## src/rtl/ov7670_stim_pkg.sv

```systemverilog
// Shared types and constants for the OV7670 sensor stand-in.
// Covers frame-segment states, test-pattern codes, the colour-bar table and width helpers.
package ov7670_stim_pkg;

   typedef enum logic [2:0] {
      IDLE   = 3'd0,
      VSYNC  = 3'd1,
      VBACK  = 3'd2,
      ACTIVE = 3'd3,
      VFRONT = 3'd4
   } stim_state_e;

   typedef enum logic [1:0] {
      PAT_RAMP  = 2'd0,
      PAT_BARS  = 2'd1,
      PAT_CONST = 2'd2,
      PAT_CHECK = 2'd3
   } pattern_e;

   // RGB565 colour bars, left to right: white, yellow, cyan, green, magenta, red, blue, black
   localparam logic [15:0] BAR_RGB565 [8] = '{
      16'hFFFF, 16'hFFE0, 16'h07FF, 16'h07E0,
      16'hF81F, 16'hF800, 16'h001F, 16'h0000
   };

   function automatic int unsigned cnt_width(input int unsigned n);
      return (n > 1) ? $clog2(n) : 1;
   endfunction

   function automatic int unsigned max4(input int unsigned a, input int unsigned b,
                                        input int unsigned c, input int unsigned d);
      int unsigned m;
      m = a;
      if (b > m) m = b;
      if (c > m) m = c;
      if (d > m) m = d;
      return m;
   endfunction

endpackage

```

## src/rtl/ov7670_pclk_gen.sv

```systemverilog
// PCLK divider for the sensor stand-in: holds PCLK low while disabled, starts low-first,
// and raises a one-clk tick on the clk edge where PCLK falls.
module ov7670_pclk_gen
   import ov7670_stim_pkg::*;
#(
   parameter int unsigned PCLK_DIV = 2
) (
   input  logic clk,
   input  logic reset_,
   input  logic en,
   output logic pclk,
   output logic tick
);

   localparam int unsigned HALF = PCLK_DIV / 2;
   localparam int unsigned CW   = cnt_width(HALF);

   logic [CW-1:0] cnt;
   logic          wrap;

   assign wrap = (cnt == CW'(HALF - 1));
   assign tick = en & pclk & wrap;

   always_ff @(posedge clk or negedge reset_) begin
      if (!reset_) begin
         cnt  <= '0;
         pclk <= 1'b0;
      end else if (!en) begin
         cnt  <= '0;
         pclk <= 1'b0;
      end else if (wrap) begin
         cnt  <= '0;
         pclk <= ~pclk;
      end else begin
         cnt  <= cnt + 1'b1;
      end
   end

endmodule

```

## src/rtl/ov7670_stim_gen.sv

```systemverilog
// OV7670 sensor stand-in: drives PCLK/VSYNC/HREF/D with configurable geometry and test patterns.
// Pin outputs are registered from the next raster position so they only move on PCLK falling edges.
module ov7670_stim_gen
   import ov7670_stim_pkg::*;
#(
   parameter int unsigned H_ACTIVE    = 640,
   parameter int unsigned V_ACTIVE    = 480,
   parameter int unsigned BPP         = 2,
   parameter int unsigned H_BLANK     = 144,
   parameter int unsigned VSYNC_LINES = 3,
   parameter int unsigned V_BACK      = 17,
   parameter int unsigned V_FRONT     = 10,
   parameter int unsigned PCLK_DIV    = 2
) (
   input  logic        clk,
   input  logic        reset_,
   input  logic        start,
   input  logic        stop,
   input  logic [1:0]  pattern_sel,
   input  logic [7:0]  const_byte,
   input  logic [15:0] num_frames,
   output logic        PCLK_PIN,
   output logic        VSYNC_PIN,
   output logic        HREF_PIN,
   output logic [7:0]  D_PIN,
   output logic        busy,
   output logic        frame_done,
   output logic [15:0] frame_cnt,
   output logic [2:0]  dbg_state
);

   // start and stop are single-cycle request pulses with no ready: start is honoured only in
   // IDLE (and then wins over a coincident stop); stop is honoured only while busy.

   localparam int unsigned HB      = H_ACTIVE * BPP;
   localparam int unsigned LP      = HB + H_BLANK;
   localparam int unsigned HW      = cnt_width(LP);
   localparam int unsigned LW      = cnt_width(max4(VSYNC_LINES, V_BACK, V_ACTIVE, V_FRONT));
   localparam int unsigned BAR_PIX = H_ACTIVE / 8;

   stim_state_e   state, nxt_state;
   logic [HW-1:0] hcnt, nxt_hcnt, pix;
   logic [LW-1:0] lcnt, nxt_lcnt, seg_last;
   logic          tick, pclk, frame_end, stop_pend, last_frame, href_n;
   logic [15:0]   frames_q, rgb;
   logic [7:0]    const_q, d_n;
   logic [2:0]    bar;
   pattern_e      pat_q;

   ov7670_pclk_gen #(.PCLK_DIV(PCLK_DIV)) u_pclk (
      .clk    (clk),
      .reset_ (reset_),
      .en     (state != IDLE),
      .pclk   (pclk),
      .tick   (tick)
   );

   always_comb begin
      case (state)
         VSYNC:   seg_last = LW'(VSYNC_LINES - 1);
         VBACK:   seg_last = LW'(V_BACK - 1);
         ACTIVE:  seg_last = LW'(V_ACTIVE - 1);
         VFRONT:  seg_last = LW'(V_FRONT - 1);
         default: seg_last = '0;
      endcase
   end

   assign last_frame = (frames_q != 16'd0) && ((frame_cnt + 16'd1) == frames_q);

   always_comb begin
      nxt_state = state;
      nxt_hcnt  = hcnt;
      nxt_lcnt  = lcnt;
      frame_end = 1'b0;
      if (state == IDLE) begin
         if (start) begin
            nxt_state = VSYNC;
            nxt_hcnt  = '0;
            nxt_lcnt  = '0;
         end
      end else if (tick) begin
         if (hcnt == HW'(LP - 1)) begin
            nxt_hcnt = '0;
            if (lcnt == seg_last) begin
               nxt_lcnt = '0;
               case (state)
                  VSYNC:  nxt_state = VBACK;
                  VBACK:  nxt_state = ACTIVE;
                  ACTIVE: nxt_state = VFRONT;
                  VFRONT: begin
                     frame_end = 1'b1;
                     // a stop arriving on the very last tick still ends the sequence here
                     nxt_state = (last_frame || stop_pend || stop) ? IDLE : VSYNC;
                  end
                  default: nxt_state = IDLE;
               endcase
            end else begin
               nxt_lcnt = lcnt + 1'b1;
            end
         end else begin
            nxt_hcnt = hcnt + 1'b1;
         end
      end
   end

   always_comb begin
      pix    = (BPP == 2) ? (nxt_hcnt >> 1) : nxt_hcnt;
      bar    = 3'(pix / HW'(BAR_PIX));
      rgb    = BAR_RGB565[bar];
      href_n = (nxt_state == ACTIVE) && (nxt_hcnt < HW'(HB));
      d_n    = 8'h00;
      if (href_n) begin
         case (pat_q)
            PAT_RAMP:  d_n = 8'(nxt_hcnt) + 8'(nxt_lcnt);
            PAT_BARS:  d_n = ((BPP == 2) && nxt_hcnt[0]) ? rgb[7:0] : rgb[15:8];
            PAT_CONST: d_n = const_q;
            default:   d_n = (pix[0] ^ nxt_lcnt[0]) ? 8'h00 : 8'hFF;
         endcase
      end
   end

   always_ff @(posedge clk or negedge reset_) begin
      if (!reset_) begin
         state      <= IDLE;
         hcnt       <= '0;
         lcnt       <= '0;
         VSYNC_PIN  <= 1'b0;
         HREF_PIN   <= 1'b0;
         D_PIN      <= 8'h00;
         frame_done <= 1'b0;
         frame_cnt  <= 16'd0;
         frames_q   <= 16'd0;
         pat_q      <= PAT_RAMP;
         const_q    <= 8'h00;
         stop_pend  <= 1'b0;
      end else begin
         state      <= nxt_state;
         hcnt       <= nxt_hcnt;
         lcnt       <= nxt_lcnt;
         VSYNC_PIN  <= (nxt_state == VSYNC);
         HREF_PIN   <= href_n;
         D_PIN      <= d_n;
         frame_done <= frame_end;
         if ((state == IDLE) && start) begin
            frame_cnt <= 16'd0;
            frames_q  <= num_frames;
            pat_q     <= pattern_e'(pattern_sel);
            const_q   <= const_byte;
         end else if (frame_end) begin
            frame_cnt <= frame_cnt + 16'd1;
         end
         if (nxt_state == IDLE)
            stop_pend <= 1'b0;
         else if ((state != IDLE) && stop)
            stop_pend <= 1'b1;
      end
   end

   assign busy      = (state != IDLE);
   assign PCLK_PIN  = pclk;
   assign dbg_state = state;

endmodule
```

## config.mk

```make
export PLATFORM = sky130hd
export DESIGN_NAME = ov7670_stim_gen
export DESIGN_NICKNAME = d
export VERILOG_FILES = /design/src/rtl/ov7670_stim_pkg.sv /design/src/rtl/ov7670_pclk_gen.sv /design/src/rtl/ov7670_stim_gen.sv
export SDC_FILE = /design/constraint.sdc
export NUM_CORES = 1
export LEC_CHECK = 0
export CAP_MARGIN = 40
export CORE_UTILIZATION = 40
export CTS_CLUSTER_DIAMETER = 200
export CTS_CLUSTER_SIZE = 10
export DETAILED_ROUTE_END_ITERATION = 12
export PLACE_DENSITY = 0.59
export SETUP_SLACK_MARGIN = 0.5
export SLEW_MARGIN = 20
export SYNTH_ARGS = -nofsm -noshare
export SYNTH_HDL_FRONTEND = slang
export SYNTH_SLANG_ARGS = --single-unit
```

## constraint.sdc

```tcl
create_clock -name clk -period 5.83 [get_ports clk]
set_clock_uncertainty 0.2 [all_clocks]
set_input_delay 1.166 -clock clk [delete_from_list [all_inputs] [get_ports clk]]
set_output_delay 1.166 -clock clk [all_outputs]
set_load 0.05 [all_outputs]
```

==> qor.yml <==
yosys.area_share.adder_pct: 2.91
clk_pin_slew_ns: 0.06
arrival_ns: 4.58
slew_violations: 0
synth.distinct_cells: 80
cp_max_fo: 17
synth_edf_count: 0
path_buf_inv: 0
synth_cells: 512
cellPowerDensity_nw_per_um2: 193
yosys.area_share.xor_xnor_pct: 6.85
final_area_sq_um: 6050
yosysTopAreaCell: "dfrtp_1"
antenna_found_initial: 0
use_met1_pct: 29.8
fin_nets: 609
cts_resized: 0
place.detailed.hpwl_microns: 9620
io_buffers: 61
place_ws_ns: 0.924
avgSynthCellArea_sq_um: 9.74
fill_cells: 1132
drc_errors: 0
firstDrtPassIters: 4
cpLargestDelayFamily: "compound AO/OA/AOI/OAI gates"
yosys.area_share.simple_pct: 21.2
routed_wirelength_microns: 12800
drt.antenna.violating_nets: 0
die_x_microns: 114
grt_use_total_pct: 20.8
period_needed_ns: 4.56
grt_use_met3_pct: 2.98
area_growth_syn_to_layout_pct: 21.3
timing.max_cap.violations: 0
place_area_sq_um: 5760
final_util_pct: 50.2
clk_path_buf_depth: 2
netSwitchingFraction_pct: 22.2
cts.htree.levels: 3
clk_latency_ns: 0.34
final_cells: 741
grt_first_pass_wirelength_microns: 20900
synth_seq_cells: 78
chipHeight_microns: 114
met2_usage_pct: 31.8
cts_sinks: 78
netlist_area_sq_um: 4990
syn_nets: 553
r2r-start: "dbg_state[2]$_DFF_PN0_"
end_kind: "register"
setup_viol: 0
tightest_slew_ns: 0.746
grt_pass1_vias: 4009
clkPwrFrac_pct: 46.7
required_ns: 5.85
grt_max_degree: 57
min-delay-path-class: "reg -> reg"
synth.mux.area_fraction_pct: 7.15
hold_ws_ns: 0.302
post-place-cells: 725
num_antenna_cells: 0
cts_root_buf: "clkbuf_16"
multi_input_comb_area_sq_um: 2900
core-area_sq_um: 12100
period_share_pct: 78.2
gp_congestion: 0.826
dr.first_iter.drc_count: 290
synth_compound_area_share_pct: 20.0
io_pins: 62
synth_area_leaders: "dfrtp_1, mux2_2, o21ai_0, xor2_1, xnor2_1"
cts-buffers-inserted: 9
fin_tns_setup_ns: 0
num_vias: 4201
r2r_setup_slack_ns: 1.27
yosys_warnings: 0
cp_slowest_stage_delay_ns: 0.72
drive_gt1_share_pct: 15.0
max-vdd-ir-drop_mv: 0.155
cts_tree: "done"
p_switching_mw: 0.259
wl_per_cell_microns: 17.3
seq_area_sq_um: 1950
synth_top_area_share_pct: 39.1
start_util_pct: 41.4
worst_slack_ns: 1.27
ys_seq_area_share_pct: 39.1
dieArea_sq_um: 12900
synth_most_common_cell: "dfrtp_1"
crit_path_start_kind: "register"
slowest_stage: "dfrtp_1"
p_leak_nw: 2.39
synth_top_family_by_area: "simple AND/OR/NAND/NOR gates"
placementRows: 40
total_power_mw: 1.17
busiest_layer: "met2"
slew_headroom_pct: 49.8
synthTopCellsByCount: "dfrtp_1, o21ai_0, nor2_1"
status: "complete, no violations"
crit_path_start: "dbg_state[2]$_DFF_PN0_"
rsz0062_at_grt: "no"
synthArstFlopShare_pct: 100
gr-total-overflow: 0
power.share.sequential_pct: 48.2
fmax_ghz: 0.219
holdBufCountCts: 0
synth-main-ff-cell: "dfrtp_1"
via_per_inst: 5.67
comb_power_share_pct: 5.2
worstPathCellList: "and3b_1 > or4_4 > a211oi_4 > a31o_2 > nor2_1 > o21ai_0 > o21ai_0 > ha_1 > a21oi_1 > o21ai_0 > o41ai_1 > xnor2_1 > xnor2_1 > nor3_1 > a21oi_1 > a21oi_1"
worstSetupPathType: "reg -> reg"
hold_viol_final: 0
post_cts_buffers: 0
intPower_mw: 0.908
hp-start: "stop_pend$_DFFE_PN0P_"
layout make-up:
| class | instances | area share, % |
|---|---|---|
| Multi-Input combinational cell | 402 | 47.9 |
| Sequential cell | 78 | 32.3 |
| Timing Repair Buffer | 64 | 10.8 |
| Clock buffer | 13 | 4.47 |
| Tap cell | 168 | 3.47 |
| Inverter | 13 | 0.889 |
| Clock inverter | 3 | 0.290 |
worst reg2reg max path, stage by stage (launching register included):
cell	delay [ns]
dfrtp_1	0.72
and3b_1	0.27
or4_4	0.49
a211oi_4	0.37
a31o_2	0.34
nor2_1	0.07
o21ai_0	0.13
o21ai_0	0.17
ha_1	0.36
a21oi_1	0.23
o21ai_0	0.17
o41ai_1	0.34
xnor2_1	0.18
xnor2_1	0.13
nor3_1	0.06
a21oi_1	0.13
a21oi_1	0.08
per-layer routing:
metal	part of all wire (%)	vias up
li1	-	2037
met1	49	2061
met2	45	90
met3	3.7	13
met4	1.6	0
met5	0	-
sequential cells by signal, indices dropped and copies added, names as in the netlist, 2 cells and up:
| signal | count |
|---|---|
| const_q | 8 |
| D_PIN | 8 |
| lcnt | 9 |
| frames_q | 16 |
| frame_cnt | 16 |
| pat_q | 2 |
| hcnt | 11 |
| dbg_state | 3 |
power by group through the flow:
stage               sequential, mW  combinational [mW]  clock (mW)
floorplan                    0.566              0.0256           0
global placement             0.571              0.0585           0
detailed placement           0.572              0.0621           0
CTS                          0.562              0.0623       0.556
global route                 0.563              0.0675       0.582
finish                       0.562              0.0604       0.544
logic make-up after synthesis:
kind of cell	count (synthesis)
DFF	78
AOI/OAI and AO/OA	137
and+or+nand+nor	183
adders and majority gates	11
xor gates and xnor gates	39
muxes	32
buffers and inverters	32
final timing paths:
check,cells past startpoint,to
max,16,D_PIN[7]$_DFF_PN0_
min,2,stop_pend$_DFFE_PN0P_
max reg2reg,16,D_PIN[7]$_DFF_PN0_
min reg2reg,2,stop_pend$_DFFE_PN0P_
max in group asynchronous,2,const_q[2]$_DFFE_PN0P_
min in group asynchronous,1,hcnt[7]$_DFF_PN0_
cells in the final DEF, fill, tap and decap left out, drive strengths merged, types with 18 or more instances in the layout:
cell type / instances
a21oi: 19
dfrtp: 78
mux2: 29
xnor2: 18
nor2: 36
xor2: 21
nand3: 27
clkdlybuf4s50: 60
o21ai: 47
nand2: 33
Power figures use the tool's default switching activity.
